`src/rtl/qam_symbol_mapper_pkg.sv`:
```
// ofdm_tx_pkg: shared constants and types for the OFDM transmit slice.
// Covers rate codes, phase encodings, field lengths, the modulation and level-mode enums,
// and a rate-code decoder.
package ofdm_tx_pkg;

    // Rate codes seen on the rate port. Any other code means BPSK.
    localparam logic [3:0] RATE_QPSK  = 4'b0101;
    localparam logic [3:0] RATE_QAM16 = 4'b1001;

    // FSM states double as the phase output encoding.
    localparam logic [1:0] PH_PRE  = 2'b00;
    localparam logic [1:0] PH_SIG  = 2'b01;
    localparam logic [1:0] PH_DATA = 2'b11;

    // Field lengths in bit pairs and subcarriers.
    localparam int unsigned PRE_PAIRS = 18;
    localparam int unsigned SIG_PAIRS = 24;
    localparam int unsigned N_SC_PRE  = 2 * PRE_PAIRS;
    localparam int unsigned N_SC_DATA = 48;

    // Modulation applied to the DATA field.
    typedef enum logic [1:0] {
        MOD_BPSK  = 2'b00,
        MOD_QPSK  = 2'b01,
        MOD_QAM16 = 2'b10
    } mod_e;

    // Level selection for one output axis.
    typedef enum logic [1:0] {
        LVL_ZERO = 2'b00,
        LVL_BPSK = 2'b01,
        LVL_QPSK = 2'b10,
        LVL_QAM  = 2'b11
    } lvl_mode_e;

    // Decode a 4-bit rate code into the DATA modulation.
    function automatic mod_e rate_to_mod(input logic [3:0] rate_code);
        mod_e m;
        case (rate_code)
            RATE_QPSK:  m = MOD_QPSK;
            RATE_QAM16: m = MOD_QAM16;
            default:    m = MOD_BPSK;
        endcase
        return m;
    endfunction

endpackage

```
`src/rtl/qam_symbol_mapper_if.sv`:
```
// Bit-pair stream from the data interleaver into the symbol mapper.
// There is no backpressure, so the sink must take every valid pair.
interface qam_symbol_mapper_if;
    logic A_in;
    logic B_in;
    logic AB_in_valid;

    modport master (output A_in, output B_in, output AB_in_valid);
    modport slave  (input  A_in, input  B_in, input  AB_in_valid);
endinterface

```
`src/rtl/qam_symbol_mapper_level_lut.sv`:
```
// qam_level_lut: combinational mapping from 2 bits to a signed level on one axis.
// BPSK and QPSK look only at bits[0] (0 -> negative, 1 -> positive).
// 16-QAM reads bits as a Gray pair: 00 -> -L3, 01 -> -L1, 11 -> +L1, 10 -> +L3.
module qam_level_lut
    import ofdm_tx_pkg::*;
#(
    parameter int IQ_W   = 8,
    parameter int L_BPSK = 64,
    parameter int L_QPSK = 45,
    parameter int L_QAM1 = 20,
    parameter int L_QAM3 = 61
) (
    input  lvl_mode_e              mode,
    input  logic [1:0]             bits,
    output logic signed [IQ_W-1:0] level
);

    localparam logic signed [IQ_W-1:0] P_BPSK = IQ_W'(L_BPSK);
    localparam logic signed [IQ_W-1:0] N_BPSK = IQ_W'(-L_BPSK);
    localparam logic signed [IQ_W-1:0] P_QPSK = IQ_W'(L_QPSK);
    localparam logic signed [IQ_W-1:0] N_QPSK = IQ_W'(-L_QPSK);
    localparam logic signed [IQ_W-1:0] P_QAM1 = IQ_W'(L_QAM1);
    localparam logic signed [IQ_W-1:0] N_QAM1 = IQ_W'(-L_QAM1);
    localparam logic signed [IQ_W-1:0] P_QAM3 = IQ_W'(L_QAM3);
    localparam logic signed [IQ_W-1:0] N_QAM3 = IQ_W'(-L_QAM3);

    // Select the amplitude for the requested mode and bit pattern.
    always_comb begin
        level = '0;
        case (mode)
            LVL_BPSK: level = bits[0] ? P_BPSK : N_BPSK;
            LVL_QPSK: level = bits[0] ? P_QPSK : N_QPSK;
            LVL_QAM: begin
                case (bits)
                    2'b00:   level = N_QAM3;
                    2'b01:   level = N_QAM1;
                    2'b11:   level = P_QAM1;
                    2'b10:   level = P_QAM3;
                    default: level = '0;
                endcase
            end
            default:  level = '0;
        endcase
    end

endmodule

```
`src/rtl/qam_symbol_mapper.sv`:
```
// qam_symbol_mapper: maps interleaved bit pairs to signed I/Q constellation points.
// PRE (18 pairs) and SIG (24 pairs) always use BPSK. DATA uses the rate latched on the last
// SIG pair and stays in DATA until reset.
// Optional feature: define QAM_MAPPER_SYMCOUNT_EN to add the sym_count output. This is a
// saturating count of completed DATA symbols.
module qam_symbol_mapper
    import ofdm_tx_pkg::*;
#(
    parameter int IQ_W   = 8,
    parameter int L_BPSK = 64,
    parameter int L_QPSK = 45,
    parameter int L_QAM1 = 20,
    parameter int L_QAM3 = 61
) (
    input  logic                   Clk,
    input  logic                   reset,
    input  logic [3:0]             rate,
    qam_symbol_mapper_if.slave     ab_if,
    output logic signed [IQ_W-1:0] I0_out,
    output logic signed [IQ_W-1:0] Q0_out,
    output logic signed [IQ_W-1:0] I1_out,
    output logic signed [IQ_W-1:0] Q1_out,
    output logic [1:0]             IQ_valid,
    output logic [5:0]             sc_index,
    output logic                   sym_end,
    output logic [1:0]             phase
`ifdef QAM_MAPPER_SYMCOUNT_EN
    ,
    output logic [15:0]            sym_count
`endif
);

    localparam logic [5:0] END_PRE  = 6'(N_SC_PRE);
    localparam logic [5:0] END_SIG  = 6'(2 * SIG_PAIRS);
    localparam logic [5:0] END_DATA = 6'(N_SC_DATA);

    // Sequencing state
    logic [1:0] phase_q, phase_d;
    logic [5:0] sc_q, sc_d;
    mod_e       mod_q, mod_d;
    logic       pend_q, pend_d;
    logic [1:0] pend_bits_q, pend_bits_d;

    // Output registers
    logic signed [IQ_W-1:0] i0_q, i0_d;
    logic signed [IQ_W-1:0] q0_q, q0_d;
    logic signed [IQ_W-1:0] i1_q, i1_d;
    logic [1:0]             iq_valid_q, iq_valid_d;
    logic [5:0]             sc_out_q, sc_out_d;
    logic                   sym_end_q, sym_end_d;
    logic [1:0]             phase_out_q, phase_out_d;

    // Per-pair decode
    mod_e                   mod_s;
    lvl_mode_e              i0_mode_s, q0_mode_s, i1_mode_s;
    logic [1:0]             i0_bits_s, q0_bits_s, i1_bits_s;
    logic signed [IQ_W-1:0] i0_lvl_s, q0_lvl_s, i1_lvl_s;
    logic [5:0]             step_s, sc_next_s, field_end_s;
    logic                   hold_half_s, last_s;

    // Choose the modulation for the incoming pair and steer the bits to each axis LUT.
    always_comb begin
        mod_s = (phase_q == PH_DATA) ? mod_q : MOD_BPSK;
        case (mod_s)
            MOD_QPSK: begin
                i0_mode_s = LVL_QPSK;  i0_bits_s = {1'b0, ab_if.A_in};
                q0_mode_s = LVL_QPSK;  q0_bits_s = {1'b0, ab_if.B_in};
                i1_mode_s = LVL_ZERO;  i1_bits_s = 2'b00;
                step_s    = 6'd1;
            end
            MOD_QAM16: begin
                i0_mode_s = LVL_QAM;   i0_bits_s = pend_bits_q;
                q0_mode_s = LVL_QAM;   q0_bits_s = {ab_if.A_in, ab_if.B_in};
                i1_mode_s = LVL_ZERO;  i1_bits_s = 2'b00;
                step_s    = 6'd1;
            end
            default: begin
                i0_mode_s = LVL_BPSK;  i0_bits_s = {1'b0, ab_if.A_in};
                q0_mode_s = LVL_ZERO;  q0_bits_s = 2'b00;
                i1_mode_s = LVL_BPSK;  i1_bits_s = {1'b0, ab_if.B_in};
                step_s    = 6'd2;
            end
        endcase
        case (phase_q)
            PH_PRE:  field_end_s = END_PRE;
            PH_SIG:  field_end_s = END_SIG;
            default: field_end_s = END_DATA;
        endcase
        // In 16-QAM, a pair with nothing pending is only the first half of a point.
        hold_half_s = (mod_s == MOD_QAM16) && !pend_q;
        sc_next_s   = sc_q + step_s;
        last_s      = (sc_next_s == field_end_s);
    end

    qam_level_lut #(
        .IQ_W(IQ_W), .L_BPSK(L_BPSK), .L_QPSK(L_QPSK), .L_QAM1(L_QAM1), .L_QAM3(L_QAM3)
    ) u_lut_i0 (
        .mode(i0_mode_s), .bits(i0_bits_s), .level(i0_lvl_s)
    );

    qam_level_lut #(
        .IQ_W(IQ_W), .L_BPSK(L_BPSK), .L_QPSK(L_QPSK), .L_QAM1(L_QAM1), .L_QAM3(L_QAM3)
    ) u_lut_q0 (
        .mode(q0_mode_s), .bits(q0_bits_s), .level(q0_lvl_s)
    );

    qam_level_lut #(
        .IQ_W(IQ_W), .L_BPSK(L_BPSK), .L_QPSK(L_QPSK), .L_QAM1(L_QAM1), .L_QAM3(L_QAM3)
    ) u_lut_i1 (
        .mode(i1_mode_s), .bits(i1_bits_s), .level(i1_lvl_s)
    );

    // Next-state logic: field FSM, subcarrier counter, pending half-point and output capture.
    always_comb begin
        phase_d     = phase_q;
        sc_d        = sc_q;
        mod_d       = mod_q;
        pend_d      = pend_q;
        pend_bits_d = pend_bits_q;
        // On idle cycles lane0 data, index and phase hold, while flags and lane1 drop.
        i0_d        = i0_q;
        q0_d        = q0_q;
        i1_d        = '0;
        iq_valid_d  = 2'b00;
        sc_out_d    = sc_out_q;
        sym_end_d   = 1'b0;
        phase_out_d = phase_out_q;
        if (ab_if.AB_in_valid) begin
            if (hold_half_s) begin
                pend_d      = 1'b1;
                pend_bits_d = {ab_if.A_in, ab_if.B_in};
            end else begin
                pend_d      = 1'b0;
                i0_d        = i0_lvl_s;
                q0_d        = q0_lvl_s;
                i1_d        = i1_lvl_s;
                iq_valid_d  = (mod_s == MOD_BPSK) ? 2'b11 : 2'b01;
                sc_out_d    = sc_q;
                sym_end_d   = last_s;
                phase_out_d = phase_q;
                if (last_s) begin
                    sc_d = 6'd0;
                    case (phase_q)
                        PH_PRE:  phase_d = PH_SIG;
                        PH_SIG: begin
                            phase_d = PH_DATA;
                            mod_d   = rate_to_mod(rate);
                        end
                        default: phase_d = phase_q;
                    endcase
                end else begin
                    sc_d = sc_next_s;
                end
            end
        end else begin
            pend_d = pend_q;
        end
    end

    // State and output registers with synchronous active-low reset.
    always_ff @(posedge Clk) begin
        if (!reset) begin
            phase_q     <= PH_PRE;
            sc_q        <= 6'd0;
            mod_q       <= MOD_BPSK;
            pend_q      <= 1'b0;
            pend_bits_q <= 2'b00;
            i0_q        <= '0;
            q0_q        <= '0;
            i1_q        <= '0;
            iq_valid_q  <= 2'b00;
            sc_out_q    <= 6'd0;
            sym_end_q   <= 1'b0;
            phase_out_q <= PH_PRE;
        end else begin
            phase_q     <= phase_d;
            sc_q        <= sc_d;
            mod_q       <= mod_d;
            pend_q      <= pend_d;
            pend_bits_q <= pend_bits_d;
            i0_q        <= i0_d;
            q0_q        <= q0_d;
            i1_q        <= i1_d;
            iq_valid_q  <= iq_valid_d;
            sc_out_q    <= sc_out_d;
            sym_end_q   <= sym_end_d;
            phase_out_q <= phase_out_d;
        end
    end

    assign I0_out   = i0_q;
    assign Q0_out   = q0_q;
    assign I1_out   = i1_q;
    // Lane1 only carries BPSK points, so its quadrature is always zero.
    assign Q1_out   = '0;
    assign IQ_valid = iq_valid_q;
    assign sc_index = sc_out_q;
    assign sym_end  = sym_end_q;
    assign phase    = phase_out_q;

`ifdef QAM_MAPPER_SYMCOUNT_EN
    logic [15:0] sym_count_q, sym_count_d;

    // Count completed DATA symbols, saturating at all-ones.
    always_comb begin
        sym_count_d = sym_count_q;
        if (ab_if.AB_in_valid && !hold_half_s && last_s && (phase_q == PH_DATA)
            && (sym_count_q != 16'hFFFF)) begin
            sym_count_d = sym_count_q + 16'd1;
        end else begin
            sym_count_d = sym_count_q;
        end
    end

    // Symbol counter register.
    always_ff @(posedge Clk) begin
        if (!reset) begin
            sym_count_q <= 16'd0;
        end else begin
            sym_count_q <= sym_count_d;
        end
    end

    assign sym_count = sym_count_q;
`endif

endmodule

```
`src/flat_wrapper.sv`:
```
// flat-port wrapper written by rule: the top's interface ports become plain ports
module qam_symbol_mapper_flat import ofdm_tx_pkg::*;
#(
    parameter int IQ_W   = 8,
    parameter int L_BPSK = 64,
    parameter int L_QPSK = 45,
    parameter int L_QAM1 = 20,
    parameter int L_QAM3 = 61
)
  (Clk, reset, rate, I0_out, Q0_out, I1_out, Q1_out, IQ_valid, sc_index, sym_end, phase, ab_if_A_in, ab_if_B_in, ab_if_AB_in_valid);
  qam_symbol_mapper_if ab_if_i ();
  input  logic Clk;
  input  logic reset;
  input  logic [3:0] rate;
  output logic signed [IQ_W-1:0] I0_out;
  output logic signed [IQ_W-1:0] Q0_out;
  output logic signed [IQ_W-1:0] I1_out;
  output logic signed [IQ_W-1:0] Q1_out;
  output logic [1:0] IQ_valid;
  output logic [5:0] sc_index;
  output logic sym_end;
  output logic [1:0] phase;
  input wire logic [$bits(ab_if_i.A_in)-1:0] ab_if_A_in;
  input wire logic [$bits(ab_if_i.B_in)-1:0] ab_if_B_in;
  input wire logic [$bits(ab_if_i.AB_in_valid)-1:0] ab_if_AB_in_valid;
  assign ab_if_i.A_in = ab_if_A_in;
  assign ab_if_i.B_in = ab_if_B_in;
  assign ab_if_i.AB_in_valid = ab_if_AB_in_valid;
  qam_symbol_mapper #(.IQ_W(IQ_W), .L_BPSK(L_BPSK), .L_QPSK(L_QPSK), .L_QAM1(L_QAM1), .L_QAM3(L_QAM3)) u_core (.Clk(Clk), .reset(reset), .rate(rate), .ab_if(ab_if_i), .I0_out(I0_out), .Q0_out(Q0_out), .I1_out(I1_out), .Q1_out(Q1_out), .IQ_valid(IQ_valid), .sc_index(sc_index), .sym_end(sym_end), .phase(phase));
endmodule
```
`config.mk`:
```
export PLATFORM = sky130hd
export DESIGN_NAME = qam_symbol_mapper_flat
export DESIGN_NICKNAME = d
export VERILOG_FILES = /design/src/rtl/qam_symbol_mapper_pkg.sv /design/src/rtl/qam_symbol_mapper_if.sv /design/src/rtl/qam_symbol_mapper_level_lut.sv /design/src/rtl/qam_symbol_mapper.sv /design/src/flat_wrapper.sv
export SDC_FILE = /design/constraint.sdc
export NUM_CORES = 1
export LEC_CHECK = 0
export ABC_AREA = 1
export CAP_MARGIN = 10
export CORE_MARGIN = 1
export CORE_UTILIZATION = 44
export DETAILED_ROUTE_END_ITERATION = 10
export PLACE_DENSITY = 0.76
export SETUP_SLACK_MARGIN = 0.02
export SLEW_MARGIN = 30
export SYNTH_ARGS = -nofsm -noshare
export SYNTH_HDL_FRONTEND = slang
export SYNTH_SLANG_ARGS = --single-unit
```
`constraint.sdc`:
```
create_clock -name Clk -period 2.9 [get_ports Clk]
set_input_delay 0.29 -clock Clk [delete_from_list [all_inputs] [get_ports Clk]]
set_output_delay 0.29 -clock Clk [all_outputs]
set_load 0.005 [all_outputs]
```
== Yosys cells after proc, flatten, opt, wreduce, memory -nomap -nowiden ==
Index checks and enable logic that the tools add are counted.
Operators by class
  $add $sub $neg: 1
  equal/unequal tests: 25
  muxes and demuxes: 26
  bitwise operators: 3
  reduce and logical (&&, ||, !) cells: 14
Operators with widths (count)
  case mux 8 bit (4 select lines): 3
  case mux 8 bit (3 select lines): 3
  two-way mux 8 bit: 6
  == test 2 bit (second input constant): 14
  case mux 2 bit (2 select lines): 5
  == test 2 x 1 -> 1 bit (second input constant): 8
  logical NOT 2 bit: 5
  two-way mux 2 bit: 4
  AND reduction 4 bit: 2
  adder 6 x 2 -> 6 bit: 1
  == test 6 bit: 1
  two-way mux 6 bit: 1
  two-way mux 5 bit: 1
  == test 4 x 3 -> 1 bit (second input constant): 1
  == test 4 bit (second input constant): 1
  AND reduction 2 bit: 2
  two-way mux 1 bit: 3
  inverter 1 bit: 3
  OR reduction 3 bit: 1
  nonzero test 2 bit: 1
  OR reduction 2 bit: 1
  logical AND 1 bit: 1
  logical NOT 1 bit: 1
Storage, ports and cells
  register bits: 48
  input port bits: 9
  output and inout bits: 43
  logic and storage cells: 81

== Depth between registers and ports, before layout ==
Gate-level depths: netlist of the first run.
  depth in word-level cells: 8
  mapped depth: 19
  depth with buffers taken out: 19

== Cells and area by module ==
From an unflattened synthesis of the first run, not the netlist that was laid out.
Unflattened totals
  cell total of the unflattened synthesis: 375
  area, all modules: 2675.1 sq um
Modules (own cells, without submodules)
  qam_symbol_mapper: times used 1, cells each 276, area each 2117.0 sq um, sequential area each 960.9 sq um
  qam_level_lut at u_core.u_lut_i0 ...: times used 2, cells each 33, area each 186.4 sq um, sequential area each 0.0 sq um
  qam_level_lut at u_core.u_lut_q0: times used 1, cells each 33, area each 185.2 sq um, sequential area each 0.0 sq um

== Worst setup path after synthesis of the first run ==
OpenSTA, ideal clock, no wires.
  path type: register -> register
  from: register u_core.phase_q[0]
  to: register u_core.mod_q[0]
  setup time: 0.110 ns
  arrival: 2.793 ns
  required time: 2.790 ns
  slack: -0.003 ns
  stages on the path, launching flop included: 17
  period minus slack after synthesis: 2.903 ns
  path through: dfxtp_1 > inv_1 > nor3_1 > inv_1 > ha_1 > inv_2 > ha_1 > inv_1 > fa_1 > inv_1 > nor2_1 > nand2_1 > nand3b_4 > nor2_4 > nand4_1 > nand2_1 > nor2_1
Between the ends
  longest elaborated chain between the ends: 8
  elaborated cells between the ends (all ways): 14
RTL lines
  start: declaration: RTL line qam_symbol_mapper.sv:38  | logic [1:0] phase_q, phase_d;
  start signal: assignment: RTL line qam_symbol_mapper.sv:176  | phase_q <= phase_d;
  == test 2 bit: RTL line qam_symbol_mapper.sv:63  | mod_s = (phase_q == PH_DATA) ? mod_q : MOD_BPSK;
  two-way mux 2 bit: RTL line qam_symbol_mapper.sv:63
  == test 2 x 1 -> 1 bit or == test 2 bit (tied branches): RTL line qam_symbol_mapper.sv:64, qam_symbol_mapper.sv:90
  OR reduction 2 bit (no line)
  two-way mux 2 bit: RTL line qam_symbol_mapper.sv:64  | case (mod_s)
  adder 6 x 2 -> 6 bit: RTL line qam_symbol_mapper.sv:91  | sc_next_s = sc_q + step_s;
  == test 6 bit: RTL line qam_symbol_mapper.sv:92  | last_s = (sc_next_s == field_end_s);
  AND reduction 4 bit (no line) (*)
  end signal: assignment: RTL line qam_symbol_mapper.sv:178  | mod_q <= mod_d;
  end: declaration: RTL line qam_symbol_mapper.sv:40  | mod_e mod_q, mod_d;
Mark *: on every way between the ends. The rest lies on a longest branch, timed or not.
A chain may end at the register's enable or synchronous reset.

== Final worst setup path of the first run ==
Ends and elaborated chain as after synthesis.

==> qor.csv, run 1 <==
stage,metric,value,unit
status,outcome,finished with violations,
status,violations,DRC,
timing,setup_viol,0,
layout,final_common_cell,nand2_1,
global_routing,grt-ovfl-total,0,
power_and_ir_drop,comb_power_share,0.096,
global_routing,grt_pass1_vias,1706,
synthesis,ys_types,32,
detailed_routing,remaining_drc_errors,6,
detailed_routing,drtIter0Drc,93,
critical_path,worstPathRequired,3.14,ns
synthesis,ys_seq_area_frac,0.3869,
placed_design,place_congestion,0.9039,
detailed_routing,num_vias,1842,
layout,fin_cells,361,
clock_tree,max-clock-path-buffers,2,
floorplanning,dieArea,4982,um2
layout,final_nets,327,
power_and_ir_drop,ir_drop,0.0002527,V
floorplanning,initial_core_util,0.4657,
synthesis,yosys_warnings,0,
clock_tree,cts.hold.buffers_added,0,
power_and_ir_drop,internal_power,0.0007688,W
clock_tree,htree_levels,2,
layout,multiInputGateArea,1054,um2
layout,layout.cells.most_common_list,"nand2_1 (48), dfxtp_1 (39), clkdlybuf4s50_1 (37)",
layout,regArea,804.5,um2
critical_path,critPathArrivalTime,3.01,ns
timing,slew_headroom,0.4428,
timing,fin_crit_sh,0.9563,
detailed_routing,wirelength,4529,um
clock_tree,clock_latency,0.30,ns
run,drv_cap,0,
timing,period_minus_slack,2.773,ns
timing,worstMarginPinSlew,0.8327,ns
layout,n_fill_cell,402,
global_routing,grt_max_degree,15,
synthesis,synthTopCellsByArea,"dfxtp_1 (39%), nand2_1 (8.7%), buf_4 (6.2%)",
detailed_routing,drtPass1Iterations,7,
synthesis,postSynthCellCount,265,
synthesis,ys_ff_latch,40,
placed_design,dpl.cell_count,350,
synthesis,synth_top_area_frac,0.3869,
power_and_ir_drop,p_leak,1.039,nW
detailed_routing,viasPerCell,5.102,
detailed_routing,ant_nets,0,
critical_path,path_max_fanout,4,
power_and_ir_drop,power_frac_seq,0.548,
clock_tree,clk_pin_slew,0.08,ns
synthesis,syn-cell-area,2069,um2
layout,drive_above_1_share,0.1845,
power_and_ir_drop,p_clk_frac,0.356,
clock_tree,clkSinkCount,40,
critical_path,cp-start-kind,flip-flop,
timing,hold_viol,0,
timing,skew,0.006002,ns
layout,antenna_cells,0,
detailed_routing,wl_per_cell,12.55,um
timing,setup-tns-final,0,ns
global_routing,antenna_found_initial,0,
floorplanning,coreArea,4444,um2
synthesis,syn-mean-instance-area,7.809,um2
floorplanning,rows,24,
hold_path,min_path_type,flip-flop to flip-flop,
critical_path,critPathKind,flip-flop to flip-flop,
synthesis,synth_area_leader_cell,dfxtp_1,
power_and_ir_drop,powerDensity,401.0,nW/um2
floorplanning,io-pin-count,52,
floorplanning,die_w,70.58,um
layout,area_growth,24.49,%
critical_path,critPathCaptureType,flip-flop,
clock_tree,cts_made_buffers,5,
global_routing,grt_usage,0.1944,
power_and_ir_drop,p_switching,0.0002642,W
clock_tree,cts_tree,yes,
timing,drv_slew,0,
timing,fmaxAchievable,0.3606,GHz
power_and_ir_drop,p_sw_frac,0.2558,
placed_design,hpwl,3320,um
clock_tree,root_buffer,clkbuf_8,
floorplanning,die-height,70.58,um
placed_design,portBuffers,37,
global_routing,grt_pass1_wl,7548,um
## cell usage after synthesis, drive strengths merged
library cell   n
nor3           3
a22o           1
a31oi          1
a32o           3
ha             9
nand2         56
a21oi         13
dfxtp         40
nand3         14
nor2          24
o22ai          3
nand4          8
inv           34
a21o           1
o21ai         26
buf           23
fa             1
o211ai         2
or2            1
conb           1
nand3b         1
## routing by layer
metal,GRT usage,routed length [um]
met1,0.2377,2142
met2,0.3204,2085
met3,0.04986,192
met4,0.09556,109
met5,0,0
## state kept, by name (all words and copies together) (netlist names), 2 cells and up
| register | count |
|---|---|
| u_core.phase_q | 2 |
| u_core.IQ_valid | 2 |
| u_core.I0_out | 7 |
| u_core.sc_q | 6 |
| u_core.Q0_out | 7 |
| u_core.sc_index | 6 |
| u_core.phase | 2 |
| u_core.pend_bits_q | 2 |
| u_core.mod_q | 2 |
| u_core.I1_out | 2 |
## area by class of cell
| cell class | count | share of cell area |
|---|---|---|
| clock buffer | 5 | 0.02671 |
| multi-input combinational | 181 | 0.4089 |
| timing repair buffer | 46 | 0.1700 |
| inverter | 34 | 0.04954 |
| clock inverter | 3 | 0.007285 |
| sequential | 40 | 0.3123 |
| tap | 52 | 0.02525 |
## final timing paths
path / startpoint / to / slack (ns) / cells past startpoint
worst max-delay path: u_core.phase_q[0] / u_core.mod_q[0] / 0.13 / 15
worst min-delay path: u_core.I0_out[6] / u_core.I0_out[6] / 0.46 / 2
worst max register to register: u_core.phase_q[0] / u_core.mod_q[0] / 0.13 / 15
worst min register to register: u_core.I0_out[6] / u_core.I0_out[6] / 0.46 / 2
## repair_timing
item                       4_1_cts  5_1_grt
setup endpoints to repair        4        8
pin swaps                        1        3
setup buffers                    1        2
resized for setup                1        7
## power groups by stage
stage,sequential (W),clock [W],combinational (W)
after floorplan,0.000578,0,0.0000736
after global placement,0.000580,0,0.0000951
after detailed placement,0.000580,0,0.0000959
after CTS,0.000568,0.000375,0.0000963
after global routing,0.000568,0.000395,0.000109
final,0.000567,0.000368,0.0000987
## critical path, stage by stage (launching register included)
cell	delay [ns]
dfxtp_1	0.35
inv_1	0.11
nor3_2	0.31
ha_4	0.26
inv_2	0.05
ha_2	0.19
inv_1	0.06
fa_2	0.53
inv_1	0.07
nor2_2	0.15
nand3_2	0.08
a21oi_1	0.14
nand4_1	0.19
nand2_1	0.10
inv_1	0.04
nor2_1	0.09
## kinds of logic (layout without fill, tap and decap cells)
family / count (synthesis) / after routing / share of synthesized area
adders and majority gates: 10 / 10 / 0.06409
DFF: 40 / 40 / 0.3869
other: 1 / 14 / 0.001812
buffers and inverters: 57 / 88 / 0.1439
and+or+nand+nor: 107 / 107 / 0.2672
AOI/OAI and AO/OA: 50 / 50 / 0.1360
## through the flow
stage / util / setup WS [ns] / power [W] / hold slack (ns) / cell area (um2)
2_1_floorplan: - / 0.07729 / 0.0006518 / 0.3597 / 2123
3_3_place_gp: 0.5476 / 0.1592 / 0.0006753 / 0.4432 / 2434
3_5_place_dp: 0.5476 / 0.02619 / 0.0006763 / 0.4495 / 2434
4_1_cts: 0.5693 / 0.07138 / 0.001039 / 0.4628 / 2530
5_1_grt: 0.5797 / -0.05919 / 0.001072 / 0.4777 / 2576
6_report: 0.5797 / 0.1268 / 0.001033 / 0.4563 / 2576
Note: power is estimated with default switching activity, not from simulation.
==> run 2: changes to the inputs <==
CTS_CLUSTER_SIZE = 12   (was unset)
==> results of run 2 <==
Final layout, timing and power as in run 1 (identical DEF).
==> run 3: changes to the inputs <==
CORE_MARGIN = unset   (was 1)
==> results of run 3 <==
Final layout, timing and power as in run 1 (identical DEF).
